### config.mk
export PLATFORM = sky130hd
export DESIGN_NAME = uart_tx_arbiter
export DESIGN_NICKNAME = d
export VERILOG_FILES = /design/src/rtl/uart_tx_arbiter.sv
export SDC_FILE = /design/constraint.sdc
export NUM_CORES = 1
export LEC_CHECK = 0
export ABC_AREA = 1
export CAP_MARGIN = 5
export CORE_UTILIZATION = 39
export DETAILED_ROUTE_END_ITERATION = 10
export PLACE_DENSITY = 0.76
export SYNTH_ARGS = -nofsm -noshare
export SYNTH_HDL_FRONTEND = slang
export SYNTH_SLANG_ARGS = --single-unit
### constraint.sdc
create_clock -name clk -period 1.8 [get_ports clk]
set_input_delay 0.27 -clock clk [delete_from_list [all_inputs] [get_ports clk]]
set_output_delay 0.27 -clock clk [all_outputs]
set_load 0.005 [all_outputs]
### src/rtl/uart_tx_arbiter.sv
// ============================================================================
// Module      : uart_tx_arbiter
// Description : Round-robin arbiter sharing one UART_TX serializer among
//               NUM_REQ requesters, with busy tracking and inter-frame gap.
// Revision    : 1.0 - initial release
// ============================================================================
`timescale 1ns/1ps
`default_nettype none

module uart_tx_arbiter #(
    parameter  int DATA_WD      = 8,
    parameter  int NUM_REQ      = 4,
    parameter  int GAP_CYCLES   = 2,
    parameter  int BUSY_TIMEOUT = 4,
    localparam int ID_W         = $clog2(NUM_REQ)
) (
    input  logic                       clk,
    input  logic                       rst_n,
    input  logic                       i_enable,
    input  logic [NUM_REQ-1:0]         i_req_valid,
    input  logic [NUM_REQ*DATA_WD-1:0] i_req_data,
    input  logic [NUM_REQ-1:0]         i_req_par_en,
    input  logic [NUM_REQ-1:0]         i_req_par_typ,
    output logic [NUM_REQ-1:0]         o_req_ready,
    output logic [DATA_WD-1:0]         o_tx_p_data,
    output logic                       o_tx_data_valid,
    output logic                       o_tx_par_en,
    output logic                       o_tx_par_typ,
    input  logic                       i_tx_busy,
    output logic [ID_W-1:0]            o_grant_id,
    output logic                       o_active,
    output logic                       o_err_timeout
);

    localparam int C_MAX_CNT = (GAP_CYCLES > BUSY_TIMEOUT) ? GAP_CYCLES : BUSY_TIMEOUT;
    localparam int CNT_W     = (C_MAX_CNT < 1) ? 1 : $clog2(C_MAX_CNT + 1);

    localparam logic [CNT_W-1:0] C_BUSY_LAST = CNT_W'(BUSY_TIMEOUT - 1);
    localparam logic [CNT_W-1:0] C_GAP_LAST  = CNT_W'(GAP_CYCLES - 1);
    localparam logic [ID_W-1:0]  C_ID_LAST   = ID_W'(NUM_REQ - 1);

    typedef enum logic [2:0] {
        ST_IDLE      = 3'd0,
        ST_LOAD      = 3'd1,
        ST_WAIT_BUSY = 3'd2,
        ST_WAIT_DONE = 3'd3,
        ST_GAP       = 3'd4
    } state_t;

    state_t             r_state;
    state_t             w_state_nxt;
    logic [CNT_W-1:0]   r_cnt;
    logic [CNT_W-1:0]   w_cnt_nxt;
    logic [ID_W-1:0]    r_ptr;
    logic [ID_W-1:0]    r_grant;
    logic [DATA_WD-1:0] r_data;
    logic               r_par_en;
    logic               r_par_typ;
    logic               r_err;

    logic               w_found;
    logic [ID_W-1:0]    w_winner;
    logic               w_accept;
    logic               w_timeout;
    logic [NUM_REQ-1:0] w_ready;

    // Search from the pointer upward, wrapping modulo NUM_REQ.
    always_comb begin : p_arb
        int              sum;
        logic [ID_W-1:0] idx;
        w_found  = 1'b0;
        w_winner = '0;
        sum      = 0;
        idx      = '0;
        for (int i = 0; i < NUM_REQ; i++) begin
            sum = int'(r_ptr) + i;
            if (sum >= NUM_REQ) begin
                sum = sum - NUM_REQ;
            end
            idx = ID_W'(sum);
            if (!w_found && i_req_valid[idx]) begin
                w_found  = 1'b1;
                w_winner = idx;
            end
        end
    end

    // Gated by rst_n so no handshake can complete while reset is held.
    assign w_accept = (r_state == ST_IDLE) && i_enable && !i_tx_busy && w_found && rst_n;

    always_comb begin
        w_ready           = '0;
        w_ready[w_winner] = w_accept;
    end

    always_comb begin
        w_state_nxt = r_state;
        w_cnt_nxt   = r_cnt;
        w_timeout   = 1'b0;
        case (r_state)
            ST_IDLE: begin
                if (w_accept) begin
                    w_state_nxt = ST_LOAD;
                end
            end
            ST_LOAD: begin
                w_cnt_nxt   = '0;
                w_state_nxt = ST_WAIT_BUSY;
            end
            ST_WAIT_BUSY: begin
                if (i_tx_busy) begin
                    w_cnt_nxt   = '0;
                    w_state_nxt = ST_WAIT_DONE;
                end else if (r_cnt == C_BUSY_LAST) begin
                    w_timeout   = 1'b1;
                    w_state_nxt = ST_IDLE;
                end else begin
                    w_cnt_nxt = r_cnt + 1'b1;
                end
            end
            ST_WAIT_DONE: begin
                w_cnt_nxt = '0;
                if (!i_tx_busy) begin
                    w_state_nxt = (GAP_CYCLES == 0) ? ST_IDLE : ST_GAP;
                end
            end
            ST_GAP: begin
                if (r_cnt == C_GAP_LAST) begin
                    w_state_nxt = ST_IDLE;
                end else begin
                    w_cnt_nxt = r_cnt + 1'b1;
                end
            end
            default: begin
                w_state_nxt = ST_IDLE;
            end
        endcase
    end

    always_ff @(posedge clk or negedge rst_n) begin
        if (!rst_n) begin
            r_state <= ST_IDLE;
            r_cnt   <= '0;
            r_err   <= 1'b0;
        end else begin
            r_state <= w_state_nxt;
            r_cnt   <= w_cnt_nxt;
            r_err   <= w_timeout;
        end
    end

    // Frame parameters stay registered until the next accept edge.
    always_ff @(posedge clk or negedge rst_n) begin
        if (!rst_n) begin
            r_ptr     <= '0;
            r_grant   <= '0;
            r_data    <= '0;
            r_par_en  <= 1'b0;
            r_par_typ <= 1'b0;
        end else if (w_accept) begin
            r_ptr     <= (w_winner == C_ID_LAST) ? '0 : w_winner + 1'b1;
            r_grant   <= w_winner;
            r_data    <= i_req_data[w_winner*DATA_WD +: DATA_WD];
            r_par_en  <= i_req_par_en[w_winner];
            r_par_typ <= i_req_par_typ[w_winner];
        end
    end

    assign o_req_ready     = w_ready;
    assign o_tx_p_data     = r_data;
    assign o_tx_data_valid = (r_state == ST_LOAD);
    assign o_tx_par_en     = r_par_en;
    assign o_tx_par_typ    = r_par_typ;
    assign o_grant_id      = r_grant;
    assign o_active        = (r_state != ST_IDLE);
    assign o_err_timeout   = r_err;

endmodule

`default_nettype wire

==> results.cfg <==
[power_and_ir_drop]
peakVddDrop_uv = 980
p_leak_nw = 1.55
power_mw = 6.26
power_density_nw_per_um2 = 2030

[synthesis]
synthCells = 260
syn_nets = 315
yosysMostFrequentCell = nand2_1
synth_largest_area_cell = dfrtp_1
yosys-top-cells-area = dfrtp_1 (32%), nand2_1 (30%), nand3_1 (7.0%)
ys_types = 23
syn_avg_cell_area_um2 = 6.28
synth_edf_count = 0
synth.yosys.warnings = 0
ys_async_sr_fraction_pct = 100
synth_ff_type = dfrtp_1
synth.ff_latch_count = 21
synth_top_area_share_pct = 32.2
synth_common_cells = nand2_1 (131), inv_1 (28), nand3_1 (23)
syn_area_um2 = 1630
synth.yosys.seq_area_share_pct = 32.2

[floorplan]
die_area_um2 = 4450
start_util_pct = 40.9
ios = 67
die_h_um = 66.7
placementRows = 23
die_w_um = 66.7
core-area_um2 = 4000

[clocking]
worstSkewPairLatency_ns = 0.26
holdBufCountCts = 0
cts.sinks = 21
clock-root-buffer = clkbuf_8
cts_tree = built
cts_buffers = 3
clk_pin_slew_ns = 0.08
cts_buffer_depth = 2
h-tree-depth = 1

[cells_and_area]
n_antenna_cell = 0
stdcell_area_um2 = 3090
fin_util_pct = 77.2
synthToLayoutAreaGrowth_pct = 89.0
drive_above_1_share_pct = 31.4
fin_nets = 435

[detailed_routing]
vias_per_cell = 4.83
vias = 2071
wl_per_cell_um = 12.8
routed_wl_mm = 5.50
drtIter0Drc = 89
drc = 0
ant_nets = 0
drt-pass1-iter-count = 4

[critical_path]
critPathArrivalTime_ns = 2.16
worst_ep_required_time_ns = 1.53
startpoint_type = flop
rr_worst_depth = 16
critPathCaptureType = output pin
crit_fanout = 5
crit_type = reg2out

[timing]
min_period_ns = 2.43
slew_headroom_pct = 72.9
finalCritPeriodShare_pct = 135
fin_skew_ns = 0.00785
fmax_mhz = 412
grt_setup_unrepaired = yes
setup_violations = 20
hold_viol = 0
slew_viol_final = 0
worstMarginPinSlew_ns = 0.405
setup_tns_ns = -9.84
setup_slack_ns = -0.629

[placed_design]
gp_congestion = 0.806
hpwl_mm = 3.44
postPlaceCellArea_um2 = 2590
port_buffers = 66

[global_routing]
grt_start_max_net_pins = 22
grt_pass1_vias = 2094
grt_first_pass_wirelength_mm = 8.74
antenna_found_initial = 0
grt_overflow = 0
track_usage_pct = 25.5

[status]
violations = negative setup slack
outcome = complete, but fails checks

[worst_hold_path]
min_path_type = in2async

[run]
max-cap-violations = 0
cell usage in the layout (no fill, tap or decap), drive strengths merged:
cell type	Yosys	final
o21ai	9	9
a21oi	2	2
nand3	25	25
buf	5	55
o22ai	2	2
clkbuf	0	4
nor2	18	20
nand4	2	2
nor3	1	1
ha	7	7
o211ai	2	2
inv	31	32
dfrtp	21	21
dlymetal6s2s	0	1
a31oi	1	1
clkdlybuf4s50	0	61
nand2	134	134
flip-flops by register name, indices dropped and copies added (netlist names):
signal	cells
o_err_timeout	1
o_grant_id	2
o_tx_p_data	8
o_tx_par_en	1
o_tx_par_typ	1
r_cnt	3
r_ptr	2
r_state	3
metal layers:
| metal | global-route usage (%) | wire (um) | up-vias |
|---|---|---|---|
| met4 | 9.04 | 119 | 0 |
| met3 | 5.14 | 213 | 10 |
| li1 | - | - | 1050 |
| met5 | 0 | 0 | - |
| met2 | 46.1 | 2860 | 62 |
| met1 | 29.2 | 2310 | 949 |
power by group:
group,internal [mW],switching (mW)
Sequential,0.670,0.144
Combinational,2.47,2.67
Clock,0.157,0.148
per-stage QoR:
stage	std cells	hold WS [ns]	worst slack [ns]
floorplan	260	-0.0256	-0.0456
global placement	397	0.478	-0.807
detailed placement	397	0.484	-0.841
CTS	428	0.426	-0.552
global route	429	0.428	-0.717
finish	429	0.411	-0.629
logic make-up after synthesis:
logic type	Yosys count	synth area share (%)
and+or+nand+nor	180	47.0
adders and majority gates	7	5.36
DFF	21	32.2
buffers and inverters	36	10.0
AOI/OAI and AO/OA	16	5.44
worst paths after layout:
| kind | from | end | slack [ns] |
|---|---|---|---|
| min in group clk | o_tx_p_data[7] | o_tx_p_data[7] | 0.51 |
| max reg2reg | r_ptr[0] | r_state[0] | -0.51 |
| min reg2reg | o_tx_p_data[7] | o_tx_p_data[7] | 0.51 |
| min | rst_n | r_state[2] | 0.41 |
| max in group asynchronous | rst_n | r_ptr[0] | 1.16 |
| max | r_ptr[0] | o_req_ready[3] | -0.63 |
area by class of cell:
type                            count  area (um2)
Tap cell                           50        62.6
Timing Repair Buffer              117        1110
Sequential cell                    21         527
Multi-Input combinational cell    205        1190
Fill cell                         278         912
Clock buffer                        4        45.0
Timing Repair inverter              1        8.76
Inverter                           31         141
critical path, stage by stage, from the launching register on:
cell	delay [ns]
dfrtp_2	0.47
buf_4	0.16
nand2_2	0.08
nand2_4	0.07
nand2_4	0.08
nand2_4	0.05
nor2_4	0.19
nand3_4	0.12
nand3_4	0.14
inv_4	0.06
buf_6	0.12
ha_4	0.15
inv_2	0.06
nor2_2	0.03
buf_2	0.12
timing repair:
item | in CTS | in global routing
endpoints found under the setup margin | 21 | 22
pin swaps | 16 | 18
buffers inserted | 25 | 2
gates resized for setup | 58 | 24
gates cloned | 3 | 0
(Power assumes the default switching activity.)
